## config.mk

```make
export PLATFORM = sky130hd
export DESIGN_NAME = photon_fsm_n
export DESIGN_NICKNAME = d
export VERILOG_FILES = /design/src/rtl/photon_pkg.sv /design/src/rtl/photon_edge_det.sv /design/src/rtl/photon_fsm_n.sv
export SDC_FILE = /design/constraint.sdc
export NUM_CORES = 1
export LEC_CHECK = 0
export CAP_MARGIN = 20
export CORE_MARGIN = 1
export CORE_UTILIZATION = 45
export CTS_CLUSTER_SIZE = 14
export DETAILED_ROUTE_END_ITERATION = 8
export PLACE_DENSITY = 0.68
export REMOVE_ABC_BUFFERS = 1
export SLEW_MARGIN = 10
export SYNTH_ARGS = -nofsm -noshare
export SYNTH_HDL_FRONTEND = slang
export SYNTH_SLANG_ARGS = --single-unit
```

## constraint.sdc

```tcl
create_clock -name clk -period 5.6 [get_ports clk]
set_clock_uncertainty 0.15 [all_clocks]
set_input_delay 1.68 -clock clk [delete_from_list [all_inputs] [get_ports clk]]
set_output_delay 1.68 -clock clk [all_outputs]
set_load 0.005 [all_outputs]
```

## src/rtl/photon_pkg.sv

```systemverilog
// Shared state encoding and helpers for the photon detector FSM family.
package photon_pkg;

  localparam int STATE_W = 3;

  typedef enum logic [STATE_W-1:0] {
    ST_IDLE   = 3'd0,
    ST_ARMED  = 3'd1,
    ST_WINDOW = 3'd2,
    ST_DETECT = 3'd3,
    ST_HOLD   = 3'd4
  } state_t;

  // Covers the full 2..32 channel range; callers narrow the result.
  function automatic logic [5:0] popcount(input logic [31:0] v);
    logic [5:0] c;
    c = '0;
    for (int i = 0; i < 32; i++) c = c + {5'd0, v[i]};
    return c;
  endfunction

endpackage

```

## src/rtl/photon_edge_det.sv

```systemverilog
// Rising-edge detector for the detector lines; history starts all-ones so
// lines already high when reset releases never register as edges.
module photon_edge_det #(
  parameter int N_CH = 6
) (
  input  logic            clk,
  input  logic            rst,
  input  logic [N_CH-1:0] s,
  output logic [N_CH-1:0] rise
);

  logic [N_CH-1:0] s_q;

  always_ff @(posedge clk) begin
    if (rst) s_q <= '1;
    else     s_q <= s;
  end

  assign rise = s & ~s_q;

endmodule

```

## src/rtl/photon_fsm_n.sv

```systemverilog
// N-channel photon FSM: single/coincidence triggering, actuator hold
// window and a saturating accepted-event counter.
module photon_fsm_n
  import photon_pkg::*;
#(
  parameter int N_CH      = 6,
  parameter int WIN       = 4,
  parameter int HOLD      = 8,
  parameter int MIN_COINC = 2,
  parameter int CNT_W     = 16
) (
  input  logic               clk,
  input  logic               rst,
  input  logic               en,
  input  logic               mode,
  input  logic               cnt_clr,
  input  logic [N_CH-1:0]    S,
  output logic [N_CH-1:0]    A,
  output logic [STATE_W-1:0] state,
  output logic               event_valid,
  output logic [CNT_W-1:0]   count,
  output logic               sat
);

  localparam int PC_W = $clog2(N_CH + 1);
  localparam int WT_W = (WIN > 1) ? $clog2(WIN) : 1;
  localparam int HT_W = (HOLD > 1) ? $clog2(HOLD) : 1;
  localparam logic [PC_W-1:0] MINC    = PC_W'(MIN_COINC);
  localparam logic [WT_W-1:0] WIN_LD  = WT_W'(WIN - 1);
  localparam logic [HT_W-1:0] HOLD_LD = HT_W'(HOLD - 1);

  function automatic logic [CNT_W-1:0] sat_inc(input logic [CNT_W-1:0] c);
    return (&c) ? c : c + CNT_W'(1);
  endfunction

  state_t          st;
  logic [N_CH-1:0] rise;
  logic [N_CH-1:0] mask;
  logic [N_CH-1:0] merged;
  logic [PC_W-1:0] pc_rise;
  logic [PC_W-1:0] pc_merged;
  logic [WT_W-1:0] wtmr;
  logic [HT_W-1:0] htmr;
  logic            fire;

  photon_edge_det #(.N_CH(N_CH)) u_edge (
    .clk  (clk),
    .rst  (rst),
    .s    (S),
    .rise (rise)
  );

  // mask is always empty in ARMED, so merged doubles as the ARMED trigger mask
  always_comb begin
    merged    = mask | rise;
    pc_rise   = PC_W'(popcount(32'(rise)));
    pc_merged = PC_W'(popcount(32'(merged)));
    fire      = 1'b0;
    if (en) begin
      case (st)
        ST_ARMED:  fire = (rise != '0) && (!mode || pc_rise >= MINC);
        ST_WINDOW: fire = (pc_merged >= MINC);
        default:   fire = 1'b0;
      endcase
    end
  end

  always_ff @(posedge clk) begin
    if (rst) begin
      st          <= ST_IDLE;
      A           <= '0;
      event_valid <= 1'b0;
      count       <= '0;
      sat         <= 1'b0;
      mask        <= '0;
      wtmr        <= '0;
      htmr        <= '0;
    end else begin
      event_valid <= fire;
      if (!en) begin
        st   <= ST_IDLE;
        A    <= '0;
        mask <= '0;
        wtmr <= '0;
        htmr <= '0;
      end else if (fire) begin
        st   <= ST_DETECT;
        mask <= merged;
        A    <= merged;
      end else begin
        case (st)
          ST_IDLE: begin
            A  <= '0;
            st <= ST_ARMED;
          end
          ST_ARMED: begin
            if (rise != '0) begin
              mask <= rise;
              wtmr <= WIN_LD;
              st   <= ST_WINDOW;
            end
          end
          ST_WINDOW: begin
            if (wtmr == '0) begin
              mask <= '0;
              st   <= ST_ARMED;
            end else begin
              mask <= merged;
              wtmr <= wtmr - WT_W'(1);
            end
          end
          ST_DETECT: begin
            htmr  <= HOLD_LD;
            st    <= ST_HOLD;
            count <= sat_inc(count);
            if (&count) sat <= 1'b1;
          end
          ST_HOLD: begin
            if (htmr == '0) begin
              A    <= '0;
              mask <= '0;
              st   <= ST_ARMED;
            end else begin
              htmr <= htmr - HT_W'(1);
            end
          end
          default: begin
            A    <= '0;
            mask <= '0;
            st   <= ST_IDLE;
          end
        endcase
      end
      if (cnt_clr) begin
        count <= '0;
        sat   <= 1'b0;
      end
    end
  end

  assign state = st;

endmodule

```

# == Word level (Yosys, flattened, before mapping) ==
# Index checks and enable logic that the tools add are counted.
# totals
reg_bits,44
wordCells,87
out_inout_bits,27
# classes
reduce_logical,23
n_addsub,13
order_cmp,2
eq_ne,14
bitwise,6
muxes,19
# op_table
cell,count
6-bit 2-to-1 mux,5
6-bit one-hot mux with 4 select lines,1
19-bit AND reduction,1
3-bit by 1-bit adder with 3-bit output,6
"16-bit by 1-bit adder with 16-bit output, second input constant",1
16-bit AND reduction,1
3-bit one-hot mux with 5 select lines,1
3-bit 2-to-1 mux,4
6-bit one-hot mux with 2 select lines,1
3-bit AND reduction,4
"2-bit inequality test, second input constant",5
"3-bit inequality test, second input constant",3
4-bit AND reduction,2
2-bit by 1-bit adder with 3-bit output,2
6-bit bitwise AND,1
"3-bit by 2-bit == test with 1-bit output, second input constant",2
"3-bit by 2-bit >= comparator with 1-bit output, second input constant",2
3-bit zero test,2
2-bit 2-to-1 mux,3
6-bit NOT,1
6-bit bitwise OR,1
3-bit one-hot mux with 2 select lines,1
6-bit nonzero test,1
2-bit OR reduction,3
other kinds (17),23

# == Depth between registers and ports, before layout ==
# Gate-level depths: netlist (run 1).
# depth
ltp_word,14
mapped_depth,13
ltp_nobuf,12

# == Modules after synthesis ==
# A second synthesis (run 1) with hierarchy kept.
# hier_totals
cells_unflattened,249
area_unflattened_um2,2273.4
# by_module_without_submodules
module,cells_each,area_each_um2,instances
photon_fsm_n,231,2078.2,1
photon_edge_det,18,195.2,1

# == Worst setup path after synthesis (run 1) ==
# No wires, ideal clock.
# synth_path
kind,input to register
startpoint,input port S[1]
endpoint,register mask[0]
t_required_ns,5.319
setup_slack_ns,0.761
t_arrival_ns,4.558
setup_time_ns,0.131
cell_stages,13
cell_sequence,nor2b_1 -> nor2_1 -> fa_1 -> inv_1 -> fa_1 -> o21a_1 -> fa_1 -> o21a_1 -> and2_1 -> a31oi_4 -> and2_0 -> buf_2 -> o32ai_1
# synth_via
elab_chain_cells,13
# synth_rtl
item,line_no,text
from (decl),photon_fsm_n.sv:17,"input logic [N_CH-1:0] S,"
6-bit bitwise AND *,photon_edge_det.sv:19,assign rise = s & ~s_q;
1-bit by 1-bit adder with 2-bit output,photon_pkg.sv:18,"for (int i = 0; i < 32; i++) c = c + {5'd0, v[i]};"
2-bit by 1-bit adder with 3-bit output,photon_pkg.sv:18,
3-bit by 1-bit adder with 3-bit output (3 in a row),photon_pkg.sv:18,
3-bit by 2-bit >= comparator with 1-bit output,photon_fsm_n.sv:61,ST_ARMED: fire = (rise != '0) && (!mode || pc_rise >= MINC);
1-bit logical OR,photon_fsm_n.sv:61,
1-bit logical AND,photon_fsm_n.sv:61,
1-bit one-hot mux with 2 select lines,photon_fsm_n.sv:60,case (st)
1-bit 2-to-1 mux,photon_fsm_n.sv:59,if (en) begin
3-bit inequality test (no source line) / 2-bit by 1-bit inequality test with 1-bit output (equally long branches),--,
3-bit AND reduction (no source line),--,
to (signal assigned),photon_fsm_n.sv:88,mask <= merged;
to (signal assigned),photon_fsm_n.sv:98,mask <= rise;
to (signal assigned),photon_fsm_n.sv:108,mask <= merged;
to (decl),photon_fsm_n.sv:38,logic [N_CH-1:0] mask;
# Mark *: on every way between the ends. The rest lies on a longest branch, timed or not.
# A chain may end at the register's enable or synchronous reset.

# == Worst setup path in the final report (run 1) ==
# layout_path
startpoint,input port S[3]
endpoint,register mask[1]
# layout_via
elab_chain_cells,11
# layout_rtl
item,line_no
6-bit bitwise AND *,photon_edge_det.sv:19
3-bit by 1-bit adder with 3-bit output (3 in a row),photon_pkg.sv:18
3-bit by 2-bit >= comparator with 1-bit output,photon_fsm_n.sv:61
1-bit logical OR,photon_fsm_n.sv:61
1-bit logical AND,photon_fsm_n.sv:61
1-bit one-hot mux with 2 select lines,photon_fsm_n.sv:60
1-bit 2-to-1 mux,photon_fsm_n.sv:59
3-bit inequality test (no source line) / 2-bit by 1-bit inequality test with 1-bit output (equally long branches),--
3-bit AND reduction (no source line),--
# Marked as above.

==> reports/qor.yml, run 1 <==
grt_pass1_wl_mm: 7.555
fin_crit_sh_pct: 92.11
clock_latency_ns: 0.30
p_seq_share_pct: 54.3
irDropWorstVdd_mv: 0.1060
synth_top_area_share_pct: 40.81
dieArea_mm2: 0.005077
p_clk_share_pct: 36.3
crit_cells: 12
worstSetupPathType: "in -> reg"
p_leak_nw: 0.9668
cp.required_ns: 5.62
cts.clk_slew.worst_paths_ns: 0.08
internal_power_w: 0.0004511
vias_per_cell: 5.351
power_density_mw_per_mm2: 221.9
maxSlewHeadroom_pct: 48.93
synth_seq_area_share_pct: 40.81
setup_ws_ns: 0.4416
cts_hold_buf: 0
ios: 38
maxCapViolCount: 0
worst_path_largest_cell_delay_ns: 0.50
whs_ns: 0.3163
synth_area_per_cell_um2: 8.809
gp_congestion: 0.7617
critPathArrivalTime_ns: 5.18
tightest_slew_ns: 0.7661
whs_path_depth: 1
async_reset_ff_share_pct: 0
synth.distinct_cells: 44
drtAntennaViolNets: 0
status: "complete, but fails checks"
cts_max_path_buffers: 2
met1Wirelength_mm: 2.112
floorplan.initialDensity_pct: 48.24
pwr-share-comb_pct: 9.3
rows: 24
vias: 1782
clockRootBuffer: "clkbuf_8"
synthCells: 245
startpoint_type: "input port"
dp_hpwl_mm: 3.156
drv_slew: 0
syn_to_final_growth_pct: 23.13
antenna_found_initial: 0
cts_resized: 0
synthFlopType: "dfxtp_1"
post-cts-setup-buffer-count: 0
met3_length_um: 166
path_buf_inv: 2
crit_family: "adder cells"
dr.pass1.iters: 6
end_kind: "flop"
fill_cells: 418
grt_overflow: 0
tns_ns: 0
die_w_um: 71.26
final_layout_size_suffix_gt1_share_pct: 8.541
die_height_um: 71.26
period_minus_slack_ns: 5.158
grt_start_max_net_pins: 19
routed_wl_mm: 4.284
drt-initial-drc-count: 91
cts_made_buffers: 5
cp_common_cell: "fa_1"
slowest_stage: "fa_1"
ys_seq_elements: 44
cts.sinks: 44
timing.fmax_ghz: 0.1939
remaining_drc_errors: 7
synthTopCellsByArea: "dfxtp_1 (41%), fa_1 (4.6%), nor2_1 (4.2%)"
setup_viol: 0
htreeDepth: 2
yosys_warnings: 0
antenna_cells: 0
portBuffers: 37
detailroute.wirelength.met2_mm: 1.944
failed_checks: "DRC"
synth_edf_count: 0
post-place-ws_ns: 0.1183
syn_area_mm2: 0.002158
worst_r2r_path_depth: 11
path_cells: "clkdlybuf4s50_1 > nor2b_1 > nor2_1 > fa_1 > inv_1 > fa_1 > o21a_1 > fa_1 > o21a_1 > and2_1 > a311oi_2 > o22ai_1"
min_path_type: "reg -> reg"
grt_use_total_pct: 19.01
fin_nets: 302
wl_per_cell_um: 12.86
cts_tree: "yes"
grt_pass1_vias: 1739
switching_power_w: 0.0001386
hold_violations: 0
swShare_pct: 23.50
synth_area_leader_cell: "dfxtp_1"
rsz0062_at_grt: "no"
crit_fanout: 6
core_area_mm2: 0.004474
top_layer_used: "met4"
[logic make-up (layout without fill, tap and decap cells)]
family	Yosys count	count (layout)	share of synthesized area [%]
buf+inv	24	60	4.637
flops	44	44	40.81
simple gates	106	106	26.14
compound gates	48	48	15.59
xor+xnor	13	13	5.275
fa+ha+maj	10	10	7.536
[flip-flops by register name, summed over array words and instances (netlist names)]
register,cells
A,6
count,16
event_valid,1
htmr,3
mask,6
sat,1
state,3
u_edge.s_q,6
wtmr,2
[cells in the final DEF, fill, tap and decap left out, drive strengths merged, types with 5 or more instances in the layout]
master | Yosys | final
and2 | 5 | 5
a21oi | 15 | 15
o21ai | 9 | 9
nand3 | 17 | 17
o31ai | 5 | 5
nor2b | 9 | 9
and3 | 5 | 5
dfxtp | 44 | 44
inv | 14 | 14
ha | 5 | 5
nand2b | 7 | 7
xor2 | 10 | 10
nand2 | 17 | 17
clkbuf | 4 | 7
fa | 5 | 5
nor2 | 24 | 24
clkdlybuf4s50 | 0 | 37
or2 | 7 | 7
[power groups by stage]
stage / clock (W) / sequential [W] / combinational, W
3_5_place_dp: 0 / 0.000328 / 0.0000555
3_3_place_gp: 0 / 0.000328 / 0.0000546
6_report: 0.000214 / 0.000320 / 0.0000550
2_1_floorplan: 0 / 0.000327 / 0.0000347
5_1_grt: 0.000231 / 0.000321 / 0.0000623
4_1_cts: 0.000220 / 0.000320 / 0.0000557
[worst register-to-register path, stage by stage (launching register included)]
cell and delay [ns]:
dfxtp_1 0.30, nor2b_1 0.25, nor2_1 0.12, fa_1 0.50, inv_1 0.05, fa_1 0.48
o21a_1 0.14, fa_1 0.42, o21a_1 0.20, and2_1 0.20, a311oi_2 0.49, o22ai_1 0.16
[cells in the mapped netlist (2+ instances only)]
cell type  number
o21ai_0         9
o31ai_1         5
a21oi_2         2
a211oi_1        3
nor2_1         24
ha_1            5
fa_1            5
dfxtp_1        44
or2_2           7
clkbuf_1        4
nand2_1        17
and2_1          4
and4_1          3
nand4_1         2
nand3_1        16
a21oi_1        13
buf_1           2
xor2_1         10
or3_1           3
o21a_1          2
o32ai_1         4
nor2b_1         9
o22ai_1         2
buf_2           2
nand2b_1        7
and3_1          5
xnor2_1         3
inv_1          14
nor3_1          3
buf_4           2
[final timing paths]
path	to	from	slack, ns
max	mask[1]$_SDFFE_PP0P_	S[3]	0.44
min	htmr[0]$_SDFFE_PP0P_	htmr[0]$_SDFFE_PP0P_	0.32
max reg2reg	mask[1]$_SDFFE_PP0P_	u_edge.s_q[3]$_SDFF_PP1_	2.01
min reg2reg	htmr[0]$_SDFFE_PP0P_	htmr[0]$_SDFFE_PP0P_	0.32
[routing by layer]
metal / global-route usage (%) / up-vias
met5: 0 / -
met4: 6.000 / 0
met3: 5.345 / 6
met2: 32.38 / 31
met1: 23.32 / 819
li1: - / 926
[stage by stage]
step | cells | cell area, µm² | power [W] | util [%]
after floorplan | 235 | 2111 | 0.0003618 | -
after global routing | 333 | 2658 | 0.0006148 | 59.40
after CTS | 333 | 2658 | 0.0005962 | 59.40
after detailed placement | 326 | 2561 | 0.0003833 | 57.24
after global placement | 326 | 2561 | 0.0003823 | 57.24
final | 333 | 2658 | 0.0005897 | 59.40
[area by class of cell]
cell class | instances | area [µm²] | share of cell area (%)
inverters | 14 | 52.55 | 1.977
well taps | 52 | 65.06 | 2.448
multi-input cells | 177 | 1177 | 44.30
repair buffers | 39 | 385.4 | 14.50
flip-flops and latches | 44 | 880.8 | 33.15
clock buffers | 7 | 96.34 | 3.625
(Power assumes the default switching activity.)
==> run 2, diff against run 1 <==
- REMOVE_ABC_BUFFERS: 1 -> default
==> run 2 against run 1 <==
Core utilization rose by 1.4 points. Total power up 20%. Non-clock buffer count unchanged. Count of clock-buffer cells in the layout shrank 2. Combinational power about the same. Highest routed layer unchanged. The run still ends with DRC left.
==> reports/qor.yml, run 2 (same netlist as run 1, synthesis figures left out) <==
status: "complete, but fails checks"
failed_checks: "DRC"
end_kind: "flop"
die_height_um: 71.26  # unchanged
path_buf_inv: 2  # unchanged
rows: 24  # unchanged
maxSlewHeadroom_pct: 50.79  # +1.9 points
drt-initial-drc-count: 61  # -33%
slowest_stage: "a311oi_2"
setup_viol: 0  # unchanged
grt_pass1_wl_mm: 7.527  # -0.37%
worstSetupPathType: "in -> reg"
cts_max_path_buffers: 2  # unchanged
power_density_mw_per_mm2: 260.2  # +17%
startpoint_type: "input port"
clock_latency_ns: 0.29  # about the same
portBuffers: 37  # unchanged
grt_overflow: 0  # unchanged
syn_to_final_growth_pct: 26.03
timing.fmax_ghz: 0.1915  # -1.2%
stdcell_count: 334  # +0.30%
post-cts-setup-buffer-count: 0  # unchanged
cts_hold_buf: 0  # unchanged
fin_crit_sh_pct: 93.23  # +1.1 points
vias_per_cell: 5.371  # +0.37%
drtAntennaViolNets: 0  # unchanged
gp_congestion: 0.7844  # +3.0%
worst_path_largest_cell_delay_ns: 0.50  # about the same
final_common_cell: "dfxtp_1"
critPathArrivalTime_ns: 5.23  # +0.05 ns
final_cell_mix: "dfxtp_1 (44), clkdlybuf4s50_1 (37), nor2_1 (24)"
tightest_slew_ns: 0.7381  # -0.02797 ns
grt_start_max_net_pins: 19  # unchanged
crit_fanout: 6  # unchanged
antenna_found_initial: 0  # unchanged
core_area_mm2: 0.004474  # unchanged
largest-register: "count"
dieArea_mm2: 0.005077  # unchanged
use_met3_pct: 3.376  # -2.0 points
routed_wl_mm: 4.321  # +0.86%
cts.clk_slew.worst_paths_ns: 0.09  # about the same
rsz0062_at_grt: "no"
dp_cells: 326  # unchanged
cts_tree: "yes"
irDropWorstVdd_mv: 0.2225  # +110%
cp.required_ns: 5.61  # about the same
vias: 1794  # +0.67%
p_leak_nw: 0.9948  # +2.9%
cts_made_buffers: 5  # unchanged
largest_reg_flops: 16  # unchanged
remaining_drc_errors: 3  # -4
drv_slew: 0  # unchanged
cp_common_cell: "fa_1"
floorplan.initialDensity_pct: 48.24  # unchanged
wl_per_cell_um: 12.94  # +0.56%
min_path_type: "reg -> reg"
htreeDepth: 2  # unchanged
crit_family: "adder cells"
cts_resized: 0  # unchanged
final_layout_size_suffix_gt1_share_pct: 8.865  # +0.32 points
grt_use_met2_pct: 32.49  # +0.11 points
path_cells: "clkdlybuf4s50_1 > nor2b_1 > nor2_1 > fa_1 > inv_1 > fa_1 > o21a_1 > fa_1 > o21a_1 > and2_1 > a311oi_2 > o22ai_1"
ios: 38  # unchanged
clockRootBuffer: "clkbuf_8"
grt_use_total_pct: 18.60  # -0.41 points
period_minus_slack_ns: 5.221  # +0.06237 ns
die_w_um: 71.26  # unchanged
grt-busiest-layer: "met2"
dr.pass1.iters: 6  # unchanged
hold_violations: 0  # unchanged
antenna_cells: 0  # unchanged
utilization_pct: 60.79  # +1.4 points
tns_ns: 0  # unchanged
maxCapViolCount: 0  # unchanged
fin_nets: 302  # unchanged
grt_pass1_vias: 1665  # -4.3%
cts.sinks: 44  # unchanged
syn-num-nets: 266
grtUsageMet1_pct: 23.35  # +0.027 points
dp_hpwl_mm: 3.182  # +0.82%
[run 2: metrics by stage]
stage | total power [W] | cell area [µm²] | worst slack [ns] | hold WS (ns)
final | 0.0007077 | 2720 | 0.3792 | 0.3208
after global routing | 0.0007345 | 2720 | 0.2319 | 0.3436
after detailed placement | 0.0003831 | 2561 | 0.09975 | 0.3076
after floorplan | 0.0003642 | 2158 | 0.7609 | 0.2867
after CTS | 0.0007133 | 2720 | 0.4244 | 0.3258
after global placement | 0.0003824 | 2561 | 0.1767 | 0.3032
[run 2: layout make-up]
class / count / area (µm²)
clock buffer: 5 / 68.82
fill: 409 / 1754
multi-input combinational: 177 / 1177
timing repair buffer: 39 / 385.4
clock inverter: 3 / 90.09
inverter: 14 / 52.55
tap: 52 / 65.06
sequential: 44 / 880.8
[run 2: metal layers]
layer  part of all wire, %  vias up
li1                      -      914
met1                    45      844
met2                    51       32
met3                   3.4        4
met4                  0.88        0
met5                     0        -
[run 2: worst reg2reg max path: stages, from the launching register on]
cell      delay [ns]
dfxtp_1         0.30
nor2b_1         0.28
nor2_1          0.12
fa_1            0.49
inv_1           0.05
fa_1            0.47
o21a_1          0.14
fa_1            0.43
o21a_1          0.20
and2_1          0.19
a311oi_2        0.50
o22ai_1         0.18
[run 2: power breakdown]
part           switching [W]  leakage [nW]   total, W  internal (W)
sequential        0.00000337         0.357   0.000320      0.000317
combinational      0.0000309         0.560  0.0000551     0.0000242
clock               0.000109        0.0784   0.000332      0.000223
total               0.000144         0.995   0.000708      0.000564
[run 2: path summary, 6_finish.rpt]
check,end,cells past startpoint,slack (ns),startpoint
setup / recovery,mask[3]$_SDFFE_PP0P_,12,0.38,S[3]
hold / removal,A[5]$_SDFFE_PP0P_,2,0.32,A[5]$_SDFFE_PP0P_
setup reg to reg,mask[3]$_SDFFE_PP0P_,11,1.96,u_edge.s_q[3]$_SDFF_PP1_
hold reg to reg,A[5]$_SDFFE_PP0P_,2,0.32,A[5]$_SDFFE_PP0P_
